**src/rtl/bus_wr_capture_pkg.sv**
```systemverilog
// Shared definitions for the bus write capture block: bus strobe polarities,
// detector state encodings and a width helper.
package bus_wr_capture_pkg;

  // The Orion bus strobes are active-low.
  localparam logic STROBE_ACTIVE = 1'b0;
  localparam logic STROBE_IDLE   = 1'b1;

  localparam int DROP_CNT_W = 8;

  typedef enum logic [2:0] {
    DET_IDLE  = 3'd0,
    DET_ARM   = 3'd1,
    DET_CAPT  = 3'd2,
    DET_HOLD  = 3'd3,
    DET_REARM = 3'd4
  } det_state_t;

  // Width of an index into n items; never less than one bit.
  function automatic int idx_w(input int n);
    return (n > 1) ? $clog2(n) : 1;
  endfunction

endpackage

```
**src/rtl/bus_wr_capture_cap_fifo.sv**
```systemverilog
// Single-clock show-ahead FIFO. The head entry is visible on rd_data whenever
// empty is low. A push while full is accepted only if a pop happens in the
// same cycle; otherwise it is ignored and the caller accounts for the drop.
module cap_fifo #(
  parameter int W  = 8,
  parameter int AW = 4
) (
  input  logic          clk,
  input  logic          rst,
  input  logic          push,
  input  logic          pop,
  input  logic [W-1:0]  wr_data,
  output logic [W-1:0]  rd_data,
  output logic          full,
  output logic          empty,
  output logic [AW:0]   level
);

  localparam int DEPTH = 2 ** AW;

  logic [W-1:0] mem [DEPTH];
  logic [AW:0]  wr_ptr;
  logic [AW:0]  rd_ptr;
  logic         do_push;
  logic         do_pop;

  assign empty   = (wr_ptr == rd_ptr);
  assign full    = (wr_ptr[AW] != rd_ptr[AW]) && (wr_ptr[AW-1:0] == rd_ptr[AW-1:0]);
  assign level   = wr_ptr - rd_ptr;
  assign do_pop  = pop && !empty;
  assign do_push = push && (!full || do_pop);
  assign rd_data = mem[rd_ptr[AW-1:0]];

  // Pointer update; the extra MSB distinguishes full from empty.
  always_ff @(posedge clk or posedge rst) begin
    if (rst) begin
      wr_ptr <= '0;
      rd_ptr <= '0;
    end else begin
      if (do_push) wr_ptr <= wr_ptr + 1'b1;
      if (do_pop)  rd_ptr <= rd_ptr + 1'b1;
    end
  end

  // Storage write; contents need no reset since the pointers define validity.
  always_ff @(posedge clk) begin
    if (do_push) mem[wr_ptr[AW-1:0]] <= wr_data;
  end

endmodule

```
**src/rtl/bus_wr_capture.sv**
```systemverilog
// Orion CPU bus write snooper. Synchronises the asynchronous bus into the
// SDRAM clock domain, detects each write strobe once (rejecting one-cycle
// glitches), filters memory writes through programmable address windows,
// optionally captures I/O writes, and queues the result for the SDRAM side.
//
// Detector states:
//   state     | meaning
//   DET_IDLE  | waiting for a write strobe
//   DET_ARM   | strobe seen for one cycle, confirming it is not a glitch
//   DET_CAPT  | strobe confirmed, latch address/data/type and match windows
//   DET_HOLD  | entry taken, waiting for the strobe to go away
//   DET_REARM | strobe gone for one cycle, confirming release
module bus_wr_capture
  import bus_wr_capture_pkg::*;
#(
  parameter int ADDR_W      = 16,
  parameter int DATA_W      = 8,
  parameter int N_WIN       = 2,
  parameter int FIFO_AW     = 4,
  parameter int SYNC_STAGES = 2
) (
  input  logic                      i_clk,
  input  logic                      i_reset,
  input  logic                      i_wr_n,
  input  logic                      i_mreq_n,
  input  logic                      i_iorq_n,
  input  logic [ADDR_W-1:0]         i_addr,
  input  logic [DATA_W-1:0]         i_data,
  input  logic [N_WIN-1:0]          i_win_en,
  input  logic [N_WIN*ADDR_W-1:0]   i_win_base,
  input  logic [N_WIN*ADDR_W-1:0]   i_win_mask,
  input  logic                      i_io_en,
  input  logic                      i_clr_ovf,
  output logic                      o_valid,
  input  logic                      i_ready,
  output logic [ADDR_W-1:0]         o_addr,
  output logic [DATA_W-1:0]         o_data,
  output logic [idx_w(N_WIN)-1:0]   o_win,
  output logic                      o_is_io,
  output logic [FIFO_AW:0]          o_level,
  output logic                      o_overflow,
  output logic [DROP_CNT_W-1:0]     o_drop_cnt
);

  localparam int WIN_W    = idx_w(N_WIN);
  localparam int ENT_W    = 1 + WIN_W + ADDR_W + DATA_W;
  localparam int SETTLE_W = $clog2(SYNC_STAGES + 1);

  logic [SYNC_STAGES-1:0] wr_sync;
  logic [SYNC_STAGES-1:0] mreq_sync;
  logic [SYNC_STAGES-1:0] iorq_sync;
  logic [ADDR_W-1:0]      a_sync [SYNC_STAGES];
  logic [DATA_W-1:0]      d_sync [SYNC_STAGES];

  logic [ADDR_W-1:0]      a_s;
  logic [DATA_W-1:0]      d_s;
  logic                   mem_wr;
  logic                   io_wr;
  logic                   bus_act;
  logic                   last_mem;

  logic [SETTLE_W-1:0]    settle_cnt;
  logic                   quiet;

  det_state_t             state;
  det_state_t             state_nxt;
  logic                   capt;

  logic                   hit_any;
  logic [WIN_W-1:0]       hit_idx;
  logic [ADDR_W-1:0]      io_addr;

  logic                   cap_vld;
  logic                   cap_keep;
  logic                   cap_io;
  logic [WIN_W-1:0]       cap_win;
  logic [ADDR_W-1:0]      cap_addr;
  logic [DATA_W-1:0]      cap_data;

  logic                   push_req;
  logic                   pop;
  logic                   drop;
  logic                   fifo_full;
  logic                   fifo_empty;
  logic [ENT_W-1:0]       head;

  assign a_s     = a_sync[SYNC_STAGES-1];
  assign d_s     = d_sync[SYNC_STAGES-1];
  assign mem_wr  = (mreq_sync[SYNC_STAGES-1] == STROBE_ACTIVE) && (wr_sync[SYNC_STAGES-1] == STROBE_ACTIVE);
  assign io_wr   = (iorq_sync[SYNC_STAGES-1] == STROBE_ACTIVE) && (wr_sync[SYNC_STAGES-1] == STROBE_ACTIVE) && i_io_en;
  assign bus_act = mem_wr || io_wr;

  // Synchroniser chains for strobes, address and data.
  always_ff @(posedge i_clk or posedge i_reset) begin
    if (i_reset) begin
      wr_sync   <= {SYNC_STAGES{STROBE_IDLE}};
      mreq_sync <= {SYNC_STAGES{STROBE_IDLE}};
      iorq_sync <= {SYNC_STAGES{STROBE_IDLE}};
      for (int i = 0; i < SYNC_STAGES; i++) begin
        a_sync[i] <= '0;
        d_sync[i] <= '0;
      end
    end else begin
      wr_sync   <= {wr_sync[SYNC_STAGES-2:0], i_wr_n};
      mreq_sync <= {mreq_sync[SYNC_STAGES-2:0], i_mreq_n};
      iorq_sync <= {iorq_sync[SYNC_STAGES-2:0], i_iorq_n};
      a_sync[0] <= i_addr;
      d_sync[0] <= i_data;
      for (int i = 1; i < SYNC_STAGES; i++) begin
        a_sync[i] <= a_sync[i-1];
        d_sync[i] <= d_sync[i-1];
      end
    end
  end

  // After reset the synchronisers show idle levels that may not reflect the
  // bus. Wait for the chain to refill, then require a genuinely idle bus
  // before the detector may arm, so a strobe held across reset is ignored.
  always_ff @(posedge i_clk or posedge i_reset) begin
    if (i_reset) begin
      settle_cnt <= SETTLE_W'(SYNC_STAGES);
      quiet      <= 1'b0;
    end else if (settle_cnt != '0) begin
      settle_cnt <= settle_cnt - 1'b1;
    end else if (!bus_act) begin
      quiet <= 1'b1;
    end
  end

  // Detector state register and strobe-type memory. The type is remembered
  // from the last active sample so a strobe released during CAPT is still
  // classified correctly.
  always_ff @(posedge i_clk or posedge i_reset) begin
    if (i_reset) begin
      state    <= DET_IDLE;
      last_mem <= 1'b0;
    end else begin
      state <= state_nxt;
      if (bus_act) last_mem <= mem_wr;
    end
  end

  // Detector next-state logic.
  always_comb begin
    state_nxt = state;
    capt      = 1'b0;
    case (state)
      DET_IDLE:  if (bus_act && quiet) state_nxt = DET_ARM;
      DET_ARM:   state_nxt = bus_act ? DET_CAPT : DET_IDLE;
      DET_CAPT: begin
        capt      = 1'b1;
        state_nxt = DET_HOLD;
      end
      DET_HOLD:  if (!bus_act) state_nxt = DET_REARM;
      DET_REARM: state_nxt = bus_act ? DET_HOLD : DET_IDLE;
      default:   state_nxt = DET_IDLE;
    endcase
  end

  // Window match, lowest index wins (scan from the top so lower ones overwrite).
  always_comb begin
    hit_any = 1'b0;
    hit_idx = '0;
    for (int k = N_WIN - 1; k >= 0; k--) begin
      if (i_win_en[k] &&
          (((a_s ^ i_win_base[k*ADDR_W +: ADDR_W]) & i_win_mask[k*ADDR_W +: ADDR_W]) == '0)) begin
        hit_any = 1'b1;
        hit_idx = WIN_W'(k);
      end
    end
  end

  // I/O writes keep only the low address byte.
  always_comb begin
    io_addr      = '0;
    io_addr[7:0] = a_s[7:0];
  end

  // Capture and match register: loaded in CAPT, presented to the FIFO next cycle.
  always_ff @(posedge i_clk or posedge i_reset) begin
    if (i_reset) begin
      cap_vld  <= 1'b0;
      cap_keep <= 1'b0;
      cap_io   <= 1'b0;
      cap_win  <= '0;
      cap_addr <= '0;
      cap_data <= '0;
    end else begin
      cap_vld <= capt;
      if (capt) begin
        cap_keep <= last_mem ? hit_any : 1'b1;
        cap_io   <= !last_mem;
        cap_win  <= last_mem ? hit_idx : '0;
        cap_addr <= last_mem ? a_s : io_addr;
        cap_data <= d_s;
      end
    end
  end

  assign push_req = cap_vld && cap_keep;
  assign pop      = o_valid && i_ready;
  assign drop     = push_req && fifo_full && !pop;

  cap_fifo #(
    .W  (ENT_W),
    .AW (FIFO_AW)
  ) u_fifo (
    .clk     (i_clk),
    .rst     (i_reset),
    .push    (push_req),
    .pop     (pop),
    .wr_data ({cap_io, cap_win, cap_addr, cap_data}),
    .rd_data (head),
    .full    (fifo_full),
    .empty   (fifo_empty),
    .level   (o_level)
  );

  // Head fields are forced to zero while empty so all outputs read 0 after reset.
  assign o_valid = !fifo_empty;
  assign o_is_io = o_valid ? head[ENT_W-1] : 1'b0;
  assign o_win   = o_valid ? head[ADDR_W+DATA_W +: WIN_W] : '0;
  assign o_addr  = o_valid ? head[DATA_W +: ADDR_W] : '0;
  assign o_data  = o_valid ? head[DATA_W-1:0] : '0;

  // Overflow flag and saturating drop counter; a clear beats a same-cycle drop.
  always_ff @(posedge i_clk or posedge i_reset) begin
    if (i_reset) begin
      o_overflow <= 1'b0;
      o_drop_cnt <= '0;
    end else if (i_clr_ovf) begin
      o_overflow <= 1'b0;
      o_drop_cnt <= '0;
    end else if (drop) begin
      o_overflow <= 1'b1;
      if (o_drop_cnt != '1) o_drop_cnt <= o_drop_cnt + 1'b1;
    end
  end

endmodule

```
**config.mk**
```make
export PLATFORM = sky130hd
export DESIGN_NAME = bus_wr_capture
export DESIGN_NICKNAME = d
export VERILOG_FILES = /design/src/rtl/bus_wr_capture_pkg.sv /design/src/rtl/bus_wr_capture_cap_fifo.sv /design/src/rtl/bus_wr_capture.sv
export SDC_FILE = /design/constraint.sdc
export NUM_CORES = 1
export LEC_CHECK = 0
export ABC_AREA = 1
export BUFFER_PORTS_ARGS = -buffer_cell sky130_fd_sc_hd__clkbuf_2
export CAP_MARGIN = 10
export CORE_AREA = 2 2 207 209
export CTS_CLUSTER_SIZE = 25
export DETAILED_ROUTE_END_ITERATION = 7
export DIE_AREA = 0 0 209 211
export HOLD_SLACK_MARGIN = 0.06
export PLACE_DENSITY = 0.68
export SYNTH_ARGS = -nofsm -noshare
export SYNTH_HDL_FRONTEND = slang
export SYNTH_SLANG_ARGS = --single-unit
```
**constraint.sdc**
```tcl
create_clock -name i_clk -period 4.8 [get_ports i_clk]
set_input_delay 0.72 -clock i_clk [delete_from_list [all_inputs] [get_ports i_clk]]
set_output_delay 0.72 -clock i_clk [all_outputs]
set_load 0.02 [all_outputs]
```
==> metrics.json, run 1 <==
{
  "status": {"value": "completed"},
  "ctsHtreeMaxLevel": {"value": 2},
  "fp.dieW": {"value": 209, "unit": "um"},
  "report.final.hold_viol_count": {"value": 0},
  "postSynthAreaPerCell": {"value": 12.3, "unit": "um2"},
  "detailedRoute.firstIterationViolations": {"value": 1294},
  "yosys-mux-area-fraction": {"value": 0},
  "clock_skew": {"value": 20.7, "unit": "ps"},
  "rows": {"value": 75},
  "io_buffers": {"value": 138},
  "p_sw_frac": {"value": 0.373},
  "die_area": {"value": 0.0441, "unit": "mm2"},
  "die_height": {"value": 211, "unit": "um"},
  "crit_type": {"value": "register to primary output"},
  "timing_worst_slew_pin_value": {"value": 1050, "unit": "ps"},
  "worstPathRequired": {"value": 4080, "unit": "ps"},
  "netSwitchingPower": {"value": 0.00538, "unit": "W"},
  "clock_network_power_share": {"value": 0.255},
  "antenna_diode_count": {"value": 0},
  "slew_violations": {"value": 0},
  "syn_area": {"value": 0.0207, "unit": "mm2"},
  "worst_setup_path_endpoint": {"value": "o_addr[8]"},
  "grt_util_all_layers": {"value": 0.223},
  "r2r_start": {"value": "u_fifo.rd_ptr[0]"},
  "timing.reg2reg.setup_slack": {"value": 1550, "unit": "ps"},
  "grt_overflow": {"value": 0},
  "max_capacitance_violation_count": {"value": 0},
  "buffer_cell_driving_the_clock_tree_root": {"value": "sky130_fd_sc_hd__clkbuf_16"},
  "post-route-min-period": {"value": 4040, "unit": "ps"},
  "layout.nets": {"value": 1924},
  "timing.max_slew.rel_slack": {"value": 0.299},
  "dr_wl_met2": {"value": 24100, "unit": "um"},
  "antenna_found_initial": {"value": 0},
  "pwr-share-comb": {"value": 0.314},
  "final_antenna_net_count": {"value": 0},
  "effective_utilization_at_floorplan": {"value": 0.496},
  "tritoncts": {"value": "built"},
  "postPlaceCellArea": {"value": 0.0221, "unit": "mm2"},
  "cts_buffers": {"value": 49},
  "clock_sinks": {"value": 524},
  "critPathMaxFanout": {"value": 57},
  "routed_via_density": {"value": 5.67},
  "detailedRoute.firstPassIterationCount": {"value": 5},
  "first_element_of_the_critical_path": {"value": "u_fifo.rd_ptr[0]"},
  "syn-num-nets": {"value": 1790},
  "setup_viol": {"value": 0},
  "combinational_family_with_the_most_area_after_synthesis": {"value": "simple AND/OR/NAND/NOR gates"},
  "power.static_leakage": {"value": 8.66, "unit": "nW"},
  "floorplan.io_pins": {"value": 139},
  "cts.repair.resized": {"value": 0},
  "grt_first_pass_wirelength": {"value": 75500, "unit": "um"},
  "synthesis.yosys.warnings": {"value": 0},
  "synth_compound_gate_area_share": {"value": 0.104},
  "ys_ff_latch": {"value": 524},
  "stdcell_count": {"value": 2389},
  "r2r_end": {"value": "u_fifo.mem[9][12]"},
  "post_synth_xor_area_fraction": {"value": 0.00755},
  "internal_power": {"value": 0.00904, "unit": "W"},
  "core": {"value": 0.0418, "unit": "mm2"},
  "cts_hold_buf": {"value": 0},
  "grt_setup_unrepaired": {"value": "false"},
  "p_total": {"value": 0.0144, "unit": "W"},
  "critPathArrivalTime": {"value": 3320, "unit": "ps"},
  "setup_tns": {"value": 0, "unit": "ps"},
  "gp_routability_congestion": {"value": 0.839},
  "grt_pass1_vias": {"value": 13300},
  "timing.reg2reg.worst_path_depth": {"value": 7},
  "dpl.cell_count": {"value": 2302},
  "synth-seq-area-share": {"value": 0.734},
  "drcViolationCount": {"value": 0},
  "clk-insertion-delay-late": {"value": 560, "unit": "ps"},
  "cts.path.max_buffers": {"value": 3},
  "areaGrowthSynthToFinish": {"value": 14.0, "unit": "%"},
  "finish.instance_area": {"value": 0.0236, "unit": "mm2"},
  "worst_setup_path_start_kind": {"value": "register"},
  "postCtsSetupRepairBufs": {"value": 0},
  "setup.worst_path.end_class": {"value": "primary output"},
  "route.layer.met1.wl": {"value": 20000, "unit": "um"},
  "dp_hpwl": {"value": 28200, "unit": "um"},
  "timing.hold.worst.class": {"value": "primary input to register"},
  "power.share.sequential": {"value": 0.432},
  "synth_simple_gate_area_share": {"value": 0.115},
  "detail_route.wl_per_cell": {"value": 20.5, "unit": "um"},
  "post_synth_fa_ha_maj_area_fraction": {"value": 0.00761},
  "cell_count_after_synthesis": {"value": 1680},
  "max-vdd-ir-drop": {"value": 0.525, "unit": "mV"},
  "uppermost_metal_layer_occupied_by_signal_nets": {"value": "met4"},
  "wl_met3": {"value": 3230, "unit": "um"},
  "min_period_over_period": {"value": 0.842},
  "achievable-frequency": {"value": 247, "unit": "MHz"},
  "layout.core_utilization": {"value": 0.566},
  "pin_count_of_the_biggest_net_entering_global_routing": {"value": 155},
  "synthDistinctLibCells": {"value": 37},
  "route.final.wire_length": {"value": 49000, "unit": "um"},
  "num_vias": {"value": 13500},
  "pwr_density_cell": {"value": 611, "unit": "mW/mm2"},
  "clk_pin_slew": {"value": 60, "unit": "ps"},
  "post_route_cells_drive_above_1_share": {"value": 0.157}
}
[worst max-delay path: stages (launching register included)]
cell	delay, ps
sky130_fd_sc_hd__dfrtp_4	690
sky130_fd_sc_hd__inv_4	550
sky130_fd_sc_hd__buf_4	440
sky130_fd_sc_hd__nor2_1	90
sky130_fd_sc_hd__o211ai_1	190
sky130_fd_sc_hd__nand3_1	90
sky130_fd_sc_hd__a31oi_1	420
sky130_fd_sc_hd__clkbuf_2	270
[routing by layer]
metal  vias to the layer above  track usage
li1                       6252            -
met1                      6636        0.297
met2                       553        0.381
met3                       108       0.0288
met4                         0       0.0820
met5                         -            0
[synthesized netlist by cell type, drive strengths merged]
library cell | count | area [um2]
a211oi | 1 | 7.51
a21oi | 9 | 45.0
a31oi | 22 | 144
buf | 38 | 205
clkbuf | 50 | 188
clkinv | 1 | 3.75
dfrtp | 101 | 2530
dfstp | 7 | 184
edfxtp | 416 | 12500
fa | 1 | 20.0
ha | 11 | 138
inv | 70 | 263
nand2 | 202 | 776
nand3 | 64 | 330
nand4 | 5 | 31.3
nor2 | 298 | 1140
nor3 | 3 | 15.0
nor4 | 1 | 6.26
o211ai | 52 | 390
o21a | 2 | 15.0
o21ai | 236 | 1180
o22ai | 58 | 363
o31ai | 1 | 7.51
or2 | 14 | 87.6
xnor2 | 3 | 26.3
xor2 | 14 | 130
[how the worst min path moves through the flow]
stage	startpoint	end	slack, ps	depth (start not counted)
finish	i_iorq_n	iorq_sync[0]	250	1
global route	i_wr_n	wr_sync[0]	230	1
CTS	i_iorq_n	iorq_sync[0]	230	1
detailed placement	a_sync[26]	a_s[10]	330	0
global placement	a_sync[19]	a_s[3]	330	0
floorplan	a_sync[16]	a_s[0]	330	0
[registers in the layout (all words and copies together), names as in the netlist, 3 cells and up]
name,count
u_fifo.rd_ptr,5
cap_data,8
a_s,16
u_fifo.mem,416
state,3
o_drop_cnt,8
cap_addr,16
u_fifo.wr_ptr,5
d_s,8
a_sync,16
d_sync,8
[cell usage in the layout, fill, tap and decap left out, drive strengths merged, types with 2 or more instances in the layout]
cell type | Yosys | layout
dfrtp | 101 | 101
nor2 | 298 | 298
a31oi | 22 | 22
edfxtp | 416 | 416
clkinv | 1 | 22
a21oi | 9 | 9
ha | 11 | 11
inv | 70 | 70
xnor2 | 3 | 3
o21ai | 236 | 236
dfstp | 7 | 7
nand3 | 64 | 64
or2 | 14 | 14
o21a | 2 | 2
xor2 | 14 | 14
o211ai | 52 | 52
nand2 | 202 | 202
clkbuf | 50 | 202
buf | 38 | 33
nor3 | 3 | 3
o22ai | 58 | 58
nand4 | 5 | 5
[final cells by class]
cell class / instances / area [um2]
tap: 539 / 674
multi-input combinational: 997 / 4970
fill: 3304 / 18100
clock inverter: 23 / 133
sequential: 524 / 15200
timing repair buffer: 171 / 976
inverter: 71 / 272
clock buffer: 64 / 1390
[cells by family (layout without fill, tap and decap cells)]
logic type / Yosys count / count (layout)
adder cells (fa/ha/maj): 12 / 12
XOR/XNOR: 17 / 17
AO/OA/AOI/OAI: 381 / 381
AND/OR/NAND/NOR: 587 / 587
buffers and inverters: 159 / 329
flip-flops: 524 / 524
[power groups by stage]
stage	clock network (W)	logic, W	registers [W]
5_1_grt	0.00388	0.00494	0.00630
2_1_floorplan	0	0.00307	0.00600
6_report	0.00368	0.00452	0.00623
3_5_place_dp	0	0.00451	0.00632
4_1_cts	0.00371	0.00454	0.00623
3_3_place_gp	0	0.00445	0.00630
[per-stage QoR]
stage / worst slack (ps) / hold slack (ps)
4_1_cts: 725 / 233
2_1_floorplan: 1250 / 331
3_5_place_dp: 1330 / 335
6_report: 757 / 255
3_3_place_gp: 1390 / 331
5_1_grt: 555 / 233
(Power assumes the default switching activity.)
==> run 2: changes to the inputs <==
Settings changed: ABC_AREA 1 to 0, CORE_AREA 2 2 207 209 to 2 2 204 206, DIE_AREA 0 0 209 211 to 0 0 206 208, PLACE_DENSITY 0.68 to 0.71.
Clock period 4.8 ns to 3.5 ns, I/O delays scaled along.
==> metrics.json, run 2 <==
{
  "critPathMostFrequentCell": {"value": "sky130_fd_sc_hd__mux4_2"},
  "crit_type": {"value": "register to primary output"},
  "routed_via_density": {"value": 5.61, "change": "-1.0%"},
  "dpl_worst_slack": {"value": 555, "unit": "ps", "change": "-772 ps"},
  "gp_routability_congestion": {"value": 0.811, "change": "-3.4%"},
  "fillerInstances": {"value": 2940, "change": "-11%"},
  "cts_buffers": {"value": 52, "change": "+6.1%"},
  "buffer_cell_driving_the_clock_tree_root": {"value": "sky130_fd_sc_hd__clkbuf_16"},
  "core": {"value": 0.0406, "unit": "mm2", "change": "-2.9%"},
  "synth_enable_flop_cells": {"value": 416, "change": "unchanged"},
  "die_height": {"value": 208, "unit": "um", "change": "-1.4%"},
  "die_area": {"value": 0.0428, "unit": "mm2", "change": "-2.8%"},
  "max-vdd-ir-drop": {"value": 0.592, "unit": "mV", "change": "+13%"},
  "setup_slack": {"value": 85.9, "unit": "ps", "change": "-671 ps"},
  "crit_path_largest_cell_delay": {"value": 660, "unit": "ps", "change": "-30 ps"},
  "detailedRoute.firstIterationViolations": {"value": 849, "change": "-34%"},
  "area_of_the_multi_input_gates": {"value": 0.00474, "unit": "mm2", "change": "-4.7%"},
  "num_vias": {"value": 10100, "change": "-26%"},
  "setup_viol": {"value": 0, "change": "unchanged"},
  "detailedRoute.firstPassIterationCount": {"value": 5, "change": "unchanged"},
  "post_route_cells_drive_above_1_share": {"value": 0.340, "change": "+0.183"},
  "worstPathRequired": {"value": 2970, "unit": "ps", "change": "-1110 ps"},
  "ctsHtreeMaxLevel": {"value": 2, "change": "unchanged"},
  "p_sw_frac": {"value": 0.311, "change": "-0.0626"},
  "path_delay_family": {"value": "multiplexers"},
  "post_synth_main_area_contributors": {"value": "sky130_fd_sc_hd__edfxtp_1 (62%), sky130_fd_sc_hd__mux4_2 (15%), sky130_fd_sc_hd__dfrtp_1 (13%)"},
  "pwr_density_cell": {"value": 827, "unit": "mW/mm2", "change": "+35%"},
  "critPathMaxFanout": {"value": 64, "change": "+12%"},
  "final_antenna_net_count": {"value": 0, "change": "unchanged"},
  "timing.max_slew.rel_slack": {"value": 0.510, "change": "+0.211"},
  "slew_violations": {"value": 0, "change": "unchanged"},
  "cts.path.max_buffers": {"value": 3, "change": "unchanged"},
  "clk_pin_slew": {"value": 60, "unit": "ps", "change": "about the same"},
  "groute.layer.met2.usage": {"value": 0.345, "change": "-0.0361"},
  "power.static_leakage": {"value": 8.54, "unit": "nW", "change": "-1.5%"},
  "detail_route.wl_per_cell": {"value": 24.4, "unit": "um", "change": "+19%"},
  "grt_first_pass_wirelength": {"value": 65700, "unit": "um", "change": "-13%"},
  "power.share.sequential": {"value": 0.440, "change": "+0.008"},
  "internal_power": {"value": 0.0136, "unit": "W", "change": "+51%"},
  "synthesis.yosys.warnings": {"value": 0, "change": "unchanged"},
  "synthTopCellsByCount": {"value": "sky130_fd_sc_hd__edfxtp_1 (416), sky130_fd_sc_hd__mux4_2 (130), sky130_fd_sc_hd__dfrtp_1 (101)"},
  "achievable-frequency": {"value": 293, "unit": "MHz"},
  "grt_pass1_vias": {"value": 10600, "change": "-20%"},
  "syn-num-nets": {"value": 1103, "change": "-38%"},
  "min_period_over_period": {"value": 0.975},
  "footprint_of_the_flip_flops_and_latches": {"value": 0.0152, "unit": "mm2", "change": "unchanged"},
  "dpl.cell_count": {"value": 1665, "change": "-28%"},
  "grt_overflow": {"value": 0, "change": "unchanged"},
  "leading_register_cell_type_out_of_synthesis": {"value": "sky130_fd_sc_hd__edfxtp_1"},
  "setup.worst_path.end_class": {"value": "primary output"},
  "timing.hold.worst.class": {"value": "primary input to register"},
  "max_capacitance_violation_count": {"value": 0, "change": "unchanged"},
  "layout_common_cells": {"value": "sky130_fd_sc_hd__edfxtp_1 (416), sky130_fd_sc_hd__clkbuf_2 (138), sky130_fd_sc_hd__mux4_2 (130)"},
  "async_reset_ff_frac": {"value": 0.206, "change": "unchanged"},
  "crit_path_top_delay_cell": {"value": "sky130_fd_sc_hd__dfrtp_4"},
  "effective_utilization_at_floorplan": {"value": 0.497, "change": "about the same"},
  "clk-insertion-delay-late": {"value": 600, "unit": "ps", "change": "+40 ps"},
  "yosys.area.top_type_share": {"value": 0.620, "change": "+0.0175"},
  "cell_count_after_synthesis": {"value": 993, "change": "-41%"},
  "yosysMostFrequentCell": {"value": "sky130_fd_sc_hd__edfxtp_1"},
  "setup_tns": {"value": 0, "unit": "ps", "change": "unchanged"},
  "worst_setup_path_start_kind": {"value": "register"},
  "postSynthAreaPerCell": {"value": 20.3, "unit": "um2", "change": "+64%"},
  "route.final.wire_length": {"value": 43900, "unit": "um", "change": "-10%"},
  "report.final.hold_viol_count": {"value": 0, "change": "unchanged"},
  "netSwitchingPower": {"value": 0.00613, "unit": "W", "change": "+14%"},
  "drcViolationCount": {"value": 0, "change": "unchanged"},
  "antenna_found_initial": {"value": 1, "change": "+1"},
  "synthDistinctLibCells": {"value": 38, "change": "+2.7%"},
  "layout_commonest_cell": {"value": "sky130_fd_sc_hd__edfxtp_1"},
  "grt_setup_unrepaired": {"value": "false"},
  "status": {"value": "completed"},
  "clock_sinks": {"value": 524, "change": "unchanged"},
  "clock_skew": {"value": 22.7, "unit": "ps", "change": "+2.03 ps"},
  "pin_count_of_the_biggest_net_entering_global_routing": {"value": 69, "change": "-55%"},
  "tritoncts": {"value": "built"},
  "grt_util_all_layers": {"value": 0.213, "change": "-0.00989"},
  "layout.nets": {"value": 1330, "change": "-31%"},
  "stdcell_count": {"value": 1796, "change": "-25%"},
  "grt_busiest_layer": {"value": "met2"},
  "met3_usage": {"value": 0.0426, "change": "+0.0138"},
  "post-route-min-period": {"value": 3410, "unit": "ps"},
  "dp_hpwl": {"value": 25600, "unit": "um", "change": "-9.3%"},
  "cp.buffers_inverters": {"value": 2, "change": "-1"},
  "synthDominantAreaCellType": {"value": "sky130_fd_sc_hd__edfxtp_1"},
  "areaGrowthSynthToFinish": {"value": 18.6, "unit": "%"},
  "critPathArrivalTime": {"value": 2890, "unit": "ps", "change": "-430 ps"},
  "largest_reg_flops": {"value": 416, "change": "unchanged"},
  "syn_area": {"value": 0.0201, "unit": "mm2", "change": "-2.8%"},
  "grtUsageMet1": {"value": 0.294, "change": "-0.00253"},
  "fp.dieW": {"value": 206, "unit": "um", "change": "-1.4%"},
  "clock_network_power_share": {"value": 0.279, "change": "+0.024"},
  "synth-seq-area-share": {"value": 0.755, "change": "+0.0213"},
  "ys_ff_latch": {"value": 524, "change": "unchanged"},
  "floorplan.io_pins": {"value": 139, "change": "unchanged"},
  "timing_worst_slew_pin_value": {"value": 735, "unit": "ps", "change": "-314 ps"},
  "crit_chain": {"value": "buf_16 -> mux4_2 -> mux4_2 -> nor2b_1 -> clkbuf_2"},
  "io_buffers": {"value": 138, "change": "unchanged"},
  "rows": {"value": 74, "change": "-1.3%"},
  "pwr-share-comb": {"value": 0.282, "change": "-0.032"}
}
[run 2: cell count changes after synthesis, moves of 19 or more]
| cell | previous run | this run |
|---|---|---|
| sky130_fd_sc_hd__o21ai_0 | 236 | 4 |
| sky130_fd_sc_hd__clkbuf_1 | 50 | 20 |
| sky130_fd_sc_hd__mux4_2 | 0 | 130 |
| sky130_fd_sc_hd__o211ai_1 | 52 | 0 |
| sky130_fd_sc_hd__nand2_1 | 199 | 87 |
| sky130_fd_sc_hd__o22ai_1 | 58 | 0 |
| sky130_fd_sc_hd__buf_2 | 26 | 7 |
| sky130_fd_sc_hd__a31oi_1 | 21 | 0 |
| sky130_fd_sc_hd__xor2_1 | 13 | 35 |
| sky130_fd_sc_hd__nor2b_1 | 0 | 27 |
| sky130_fd_sc_hd__nand3_1 | 62 | 10 |
| sky130_fd_sc_hd__nor2_1 | 294 | 23 |
| sky130_fd_sc_hd__inv_1 | 69 | 16 |
[run 2: power groups by stage]
stage	Combinational [W]	Clock (W)	Sequential, W
finish	0.00556	0.00550	0.00868
global route	0.00605	0.00586	0.00880
CTS	0.00566	0.00560	0.00869
detailed placement	0.00555	0	0.00883
global placement	0.00551	0	0.00875
floorplan	0.00400	0	0.00837
[run 2: final cells by class]
cell class                      count  share of cell area
Tap cell                          532              0.0279
Antenna cell                        1            0.000105
Multi-Input combinational cell    409               0.199
Sequential cell                   524               0.637
Clock buffer                       71              0.0628
Clock inverter                     26             0.00906
Inverter                           18             0.00293
Timing Repair Buffer              215              0.0618
[run 2: worst register-to-register path: stages (launching register included)]
cell and delay (ps):
sky130_fd_sc_hd__dfrtp_4 660, sky130_fd_sc_hd__inv_1 130, sky130_fd_sc_hd__ha_1 340, sky130_fd_sc_hd__nand4_1 200, sky130_fd_sc_hd__o311a_1 360, sky130_fd_sc_hd__nand2_1 310, sky130_fd_sc_hd__nor3_4 220, sky130_fd_sc_hd__buf_4 350
[run 2: timing repair]
item,in CTS,in global routing
hold endpoints to repair,67,0
pin swaps,0,1
endpoints found under the setup margin,4,17
buffers inserted,3,2
hold buffers,28,0
gates resized for setup,2,0
[run 2: per-layer routing]
layer	share of wire	vias up
li1	-	4388
met1	0.40	5208
met2	0.50	406
met3	0.067	76
met4	0.026	2
met5	0.00030	-
[run 2: final timing paths]
path | startpoint | end | slack, ps | cells after the start
setup / recovery | u_fifo.rd_ptr[1] | o_addr[7] | 90 | 5
hold / removal | i_clr_ovf | o_overflow | 220 | 2
setup reg to reg | u_fifo.rd_ptr[1] | u_fifo.mem[3][19] | 580 | 7
hold reg to reg | a_sync[25] | a_s[9] | 350 | 0
max in group asynchronous | i_reset | iorq_sync[0] | 2190 | 4
min in group asynchronous | i_reset | d_sync[11] | 540 | 3
[run 2: metrics by stage]
| step | cell area, um2 | hold slack, ps | utilization | power (W) |
|---|---|---|---|---|
| 2_1_floorplan | 20200 | 331 | - | 0.0124 |
| 3_3_place_gp | 21800 | 332 | 0.538 | 0.0143 |
| 3_5_place_dp | 21800 | 335 | 0.538 | 0.0144 |
| 4_1_cts | 23900 | 201 | 0.588 | 0.0200 |
| 5_1_grt | 23900 | 209 | 0.589 | 0.0207 |
| 6_report | 23900 | 218 | 0.589 | 0.0197 |
[run 2: cells by family (layout without fill, tap and decap cells)]
| kind of cell | Yosys count | after routing | synth area share |
|---|---|---|---|
| other | 0 | 1 | 0 |
| flip-flops | 524 | 524 | 0.755 |
| adder cells (fa/ha/maj) | 12 | 12 | 0.00783 |
| XOR/XNOR | 53 | 53 | 0.0231 |
| buffers and inverters | 60 | 330 | 0.0139 |
| AO/OA/AOI/OAI | 37 | 37 | 0.0125 |
| AND/OR/NAND/NOR | 177 | 177 | 0.0423 |
| multiplexers | 130 | 130 | 0.145 |
